==> config.mk <==
export PLATFORM = sky130hd
export DESIGN_NAME = cacheline_adaptor
export DESIGN_NICKNAME = d
export VERILOG_FILES = /design/src/rtl/cacheline_adaptor.sv
export SDC_FILE = /design/constraint.sdc
export NUM_CORES = 1
export LEC_CHECK = 0
export BUFFER_PORTS_ARGS = -buffer_cell sky130_fd_sc_hd__buf_4
export CAP_MARGIN = 20
export CORE_AREA = 2 2 279 281
export CTS_CLUSTER_SIZE = 14
export DETAILED_ROUTE_END_ITERATION = 12
export DIE_AREA = 0 0 281 283
export GPL_ROUTABILITY_DRIVEN = 0
export PLACE_DENSITY = 0.51
export SETUP_SLACK_MARGIN = 0.5
export SKIP_LAST_GASP = 1
export SYNTH_ARGS = -nofsm -noshare
export SYNTH_HDL_FRONTEND = slang
export SYNTH_SLANG_ARGS = --single-unit
==> constraint.sdc <==
create_clock -name clk -period 4.57 [get_ports clk]
set_input_delay 0 -clock clk [delete_from_list [all_inputs] [get_ports clk]]
set_output_delay 0 -clock clk [all_outputs]
set_load 0.05 [all_outputs]
==> src/rtl/cacheline_adaptor.sv <==
// cacheline_adaptor: converts one cache line read/write into a multi-beat burst
// on the memory side and returns a single-cycle completion pulse.
`default_nettype none

module cacheline_adaptor #(
  parameter int s_offset = 5,
  parameter int s_line   = 256,
  parameter int s_burst  = 64
) (
  input  logic              clk,
  input  logic              rst,
  input  logic [s_line-1:0] line_i,
  output logic [s_line-1:0] line_o,
  input  logic [31:0]       address_i,
  input  logic              read_i,
  input  logic              write_i,
  output logic              resp_o,
  input  logic [s_burst-1:0] burst_i,
  output logic [s_burst-1:0] burst_o,
  output logic [31:0]       address_o,
  output logic              read_o,
  output logic              write_o,
  input  logic              resp_i
);

  localparam int num_beats = s_line / s_burst;
  localparam int cnt_w     = $clog2(num_beats);
  localparam logic [cnt_w-1:0] last_cnt  = cnt_w'(num_beats - 1);
  localparam logic [31:0]      line_mask = ~((32'd1 << s_offset) - 32'd1);

  typedef enum logic [1:0] {
    IDLE = 2'd0,
    RD   = 2'd1,
    WR   = 2'd2,
    DONE = 2'd3
  } state_t;

  state_t            state;
  state_t            state_next;
  logic [cnt_w-1:0]  cnt;
  logic [s_line-1:0] rd_buf;
  logic [s_line-1:0] wr_buf;
  logic              beat;
  logic              last_beat;
  logic              accept;

  assign beat      = resp_i && ((state == RD) || (state == WR));
  assign last_beat = beat && (cnt == last_cnt);
  assign accept    = (state == IDLE) && (read_i || write_i);

  // Read and write lines live in separate buffers so a writeback never
  // disturbs the line last returned to the cache.
  assign line_o  = rd_buf;
  assign burst_o = wr_buf[cnt*s_burst +: s_burst];

  always_comb begin
    state_next = state;
    read_o     = 1'b0;
    write_o    = 1'b0;
    resp_o     = 1'b0;
    case (state)
      IDLE: begin
        if (write_i)     state_next = WR;
        else if (read_i) state_next = RD;
      end
      RD: begin
        read_o = 1'b1;
        if (last_beat) state_next = DONE;
      end
      WR: begin
        write_o = 1'b1;
        if (last_beat) state_next = DONE;
      end
      DONE: begin
        resp_o     = 1'b1;
        state_next = IDLE;
      end
      default: state_next = IDLE;
    endcase
  end

  always_ff @(posedge clk or negedge rst) begin
    if (!rst) state <= IDLE;
    else      state <= state_next;
  end

  always_ff @(posedge clk or negedge rst) begin
    if (!rst) begin
      cnt       <= '0;
      address_o <= '0;
      rd_buf    <= '0;
      wr_buf    <= '0;
    end else if (accept) begin
      cnt       <= '0;
      address_o <= address_i & line_mask;
      if (write_i) wr_buf <= line_i;
    end else if (beat) begin
      cnt <= cnt + cnt_w'(1);
      if (state == RD) rd_buf[cnt*s_burst +: s_burst] <= burst_i;
    end
  end

endmodule

`default_nettype wire

# [Yosys cells after proc, flatten, opt, wreduce, memory -nomap -nowiden]
# Cells that the tools add are included.
[totals] output_inout_bits=355 elab_cells=38 register_bits=543
[classes] shifts=3 reduce_logical=11 bitwise_logic=1 eq_ne=6 n_mux=10 add_sub_neg=2
[op_table] cell="$bwmux 256" n=1
[op_table] cell="$shift 64x34->256 const A" n=1
[op_table] cell="$shiftx 256x9->64" n=1
[op_table] cell="$shiftx 64x34->256" n=1
[op_table] cell="$neg 8->34" n=1
[op_table] cell="$mux 2" n=5
[op_table] cell="$eq 2x2->1 const B" n=3
[op_table] cell="$pmux 2 s3" n=1
[op_table] cell="$reduce_and 2->1" n=2
[op_table] cell="$logic_and 1x1->1" n=3
[op_table] cell="$mux 1" n=3
[op_table] cell="$ne 3x3->1 const B" n=1
[op_table] cell="$reduce_and 3->1" n=1
[op_table] cell="$add 2x1->2 const B" n=1
[op_table] cell="$eq 2x1->1 const B" n=1
[op_table] cell="$logic_not 2->1" n=1
[op_table] cell="$logic_or 1x1->1" n=2
[op_table] cell="$ne 2x1->1 const B" n=1
[op_table] cell="$reduce_bool 2->1" n=1
[op_table] cell="$reduce_or 2->1" n=1
[op_table] cell="$not 1->1" n=1

# [Longest topological paths before layout]
[logic_depth] word_depth=6 ltp_mapped=9 mapped_depth_nobuf=5

# [Worst setup path before layout]
# OpenSTA, ideal clock, no wires.
[synth_timing] path_kind="register -> register" from="register cnt[1]" to="register rd_buf[114], in the netlist line_o[114]" required_time_ns=4.503 arrival_time_ns=2.493 period_less_slack_ns=2.560 setup_time_ns=0.067 slack_ns=2.010 n_path_buf=4 stages_incl_launch_ff=10 cell_sequence="dfrtp_1 > clkbuf_1 > clkbuf_1 > inv_1 > ha_1 > inv_2 > nor4_2 > buf_2 > buf_2 > a22o_1"
[synth_via] elab_chain_cells=3 elab_cells_between_ends=4 cone_classes="add/sub (1); shift (2); mux (1)"
[synth_lines] element="from (decl)" line="40" rtl="logic [cnt_w-1:0] cnt;"
[synth_lines] element="from (signal assigned)" line="98" rtl="cnt <= cnt + cnt_w'(1);"
[synth_lines] element="$neg 8->34 (*)" line="99" rtl="if (state == RD) rd_buf[cnt*s_burst +: s_burst] <= burst_i;"
[synth_lines] element="$shiftx 64x34->256 / $shift 64x34->256 (equally long branches)" line="99"
[synth_lines] element="$bwmux 256 (*)" line="99"
[synth_lines] element="to (signal, indexed assignment)" line="99"
[synth_lines] element="to (decl)" line="41" rtl="logic [s_line-1:0] rd_buf;"
# Mark *: on every way between the ends. The rest lies on a longest branch, timed or not.
# A chain may end at the register's enable or synchronous reset.

# [Worst setup path after layout]
[layout_timing] from="register cnt[0]" to="output port burst_o[42]"
[layout_via] elab_chain_cells=1
[layout_lines] element="$shiftx 256x9->64" line="54" rtl="assign burst_o = wr_buf[cnt*s_burst +: s_burst];"
[layout_lines] element="to (decl)" line="19" rtl="output logic [s_burst-1:0] burst_o,"
# Every way passes these cells.

==> impl_metrics.ini <==
[placed_design]
dp.cells = 2962
dpl.hpwl_um = 51600
placed_cell_area_sq_mm = 0.0278
port-buffer-count = 701

[run]
count_of_maximum_capacitance_violations = 0

[worst_setup_path]
worst_ep_arrival_time_ps = 3340
criticalPathCategory = reg2out
timing.critical_path.from_type = flop
critical_path_peak_fanout = 41
critical_path_required_ps = 4570
worst_setup_end_kind = output pin
crit_startpoint = cnt[0]$_DFFE_PN0P_
r2r-start = cnt[1]$_DFFE_PN0P_

[synth]
post_synth.cell_area_avg_sq_um = 16.4
synthCells = 1299
synth_largest_type_area_fraction_pct = 63.7
total_of_flip_flops_plus_latches_after_synthesis = 543
synth_enable_flop_cells = 0
post-synth-top-area-cell = dfrtp_1
synth_sequential_area_ratio_pct = 63.7
count_of_different_cell_masters_after_synthesis = 25
syn_area_sq_mm = 0.0213
synth_top_flop_cell = dfrtp_1
synth_top_cells_by_area = dfrtp_1, mux2_2, a22o_1
synth-warning-count = 0
synthArstFlopShare_pct = 100
synth_most_common_cell = dfrtp_1
synth.cells.most_frequent = dfrtp_1, mux2_2, a22o_1

[clock_network]
clock-root-buffer = clkbuf_16
post_cts.resized_instances = 0
cts.sink_count = 543
clk_transition_reported_paths_ps = 60
tritoncts_buffers = 66
worstSkewPairLatency_ps = 610
cts_hold_buffers = 351
cts.htree.levels = 3
cts_post_setup_buffers_inserted = 0
tritoncts_clock_tree = built
clock_path_buffers = 3

[timing]
report.final.setup_viol = 0
slew_headroom_pct = 22.8
finalHoldWorstSlack_ps = 60.3
achievable-frequency_mhz = 300
grt_setup_unrepaired = false
setup-tns-final_ps = 0
clock-skew-final_ps = 12.9
min_period_ps = 3340
actual_slew_at_the_worst_max_slew_pin_ps = 1150
final_max_slew_viol_count = 0
hold_viol_final = 0
part_of_the_cycle_the_worst_path_needs_pct = 73.0

[detailed_routing]
drt_first_pass_iters = 5
detail_routed_via_count_per_cell = 4.69
via_count = 16100
detailedRoute.firstIterationViolations = 739
count_of_unresolved_drc_violations_after_routing = 0
postRouteWirelength_um = 75100
postRouteAntennaNets = 0
post_drt_wl_per_cell_um = 21.9

[final_layout]
fin_nets = 2710
post-route-util_pct = 43.6
area_delta_synth_final_pct = 56.9
fillCellCount = 7020
stdcell_count = 3429
final_cell_area_sq_mm = 0.0334
drive_above_1_share_pct = 49.5

[global_routing]
globalRouteTotalUtil_pct = 18.6
grt_start_max_net_pins = 116
gr-total-overflow = 0
grt_antenna_before_repair = 6
grt_first_pass_wirelength_um = 113000
vias_in_the_first_global_route = 17800

[run_status]
outcome = completed

[power]
power_per_cell_area_mw_per_mm2 = 675
p_leak_uw = 0.0158
maximum_resistive_drop_on_vdd_v = 0.000456

[min_path]
hp-class = in2async

[floorplanning]
start_util_pct = 27.8
die_h_um = 283
rows = 102
dieArea_sq_mm = 0.0795
top_level_ports = 712
die_width_um = 281
core_region_area_sq_mm = 0.0767
## metrics by stage
stage / worst slack [ps] / total power, uW
5_1_grt: 974 / 23600
4_1_cts: 1050 / 22800
3_3_place_gp: 1720 / 17000
6_report: 1230 / 22600
2_1_floorplan: 2010 / 14000
3_5_place_dp: 1730 / 17200
## worst max-delay path: stages (launching register included)
cell and delay [ps]:
dfrtp_4 440, buf_4 710, buf_4 640, mux4_2 650
buf_4 220
## where the power goes
part           total, uW  switching [uW]  internal (uW)
registers           7400             906           6490
clock network       5230            2170           3060
logic               9940            5890           4050
## area by class of cell
| class | count | area, sq um | share of cell area, % |
|---|---|---|---|
| well taps | 1040 | 1300 | 3.89 |
| clock inverters | 18 | 265 | 0.793 |
| repair buffers | 1076 | 9080 | 27.1 |
| inverters | 6 | 22.5 | 0.0673 |
| multi-input cells | 649 | 7300 | 21.8 |
| clock buffers | 94 | 1880 | 5.61 |
| flip-flops and latches | 543 | 13600 | 40.6 |
| diodes | 3 | 7.51 | 0.0224 |
## worst paths after layout
check | slack, ps | depth (start not counted) | to
worst max-delay path | 1230 | 4 | burst_o[42]
worst min-delay path | 60 | 2 | line_o[251]$_DFFE_PN0P_
worst max register to register | 1720 | 6 | line_o[9]$_DFFE_PN0P_
worst min register to register | 500 | 1 | wr_buf[147]$_DFFE_PN0P_
max in group asynchronous | 3270 | 3 | wr_buf[136]$_DFFE_PN0P_
min in group clk | 160 | 3 | wr_buf[105]$_DFFE_PN0P_
## state kept, by name, indices dropped and copies added, names as in the netlist
register and count:
line_o 256, wr_buf 256, address_o 27, cnt 2
state 2
## cell families after synthesis
group	after synthesis	share of synthesized area [%]
xor gates and xnor gates	1	0.0411
and+or+nand+nor	23	0.716
DFF	543	63.7
buffers and inverters	111	2.38
adders and majority gates	11	0.646
other	1	0.0176
muxes	349	21.8
AOI/OAI and AO/OA	260	10.6
## per-layer routing
metal | GRT usage [%] | vias up | share of wire, %
met2 | 32.0 | 591 | 50
met4 | 7.42 | 6 | 3.9
met3 | 5.28 | 136 | 7.6
met1 | 21.9 | 8333 | 38
li1 | - | 7013 | -
met5 | 0 | - | 0.052
## placed cells by master, fill, tap and decap left out, drive strengths merged, types with 5 or more instances in the layout
| cell type | synthesis | layout |
|---|---|---|
| buf | 59 | 725 |
| dfrtp | 543 | 543 |
| dlygate4sd3 | 0 | 351 |
| mux2 | 285 | 285 |
| a22o | 256 | 256 |
| clkbuf | 46 | 94 |
| mux4 | 64 | 64 |
| inv | 6 | 12 |
| ha | 11 | 11 |
| clkinv | 0 | 9 |
| nand2 | 6 | 6 |
| conb | 1 | 5 |
(Power assumes the default switching activity.)
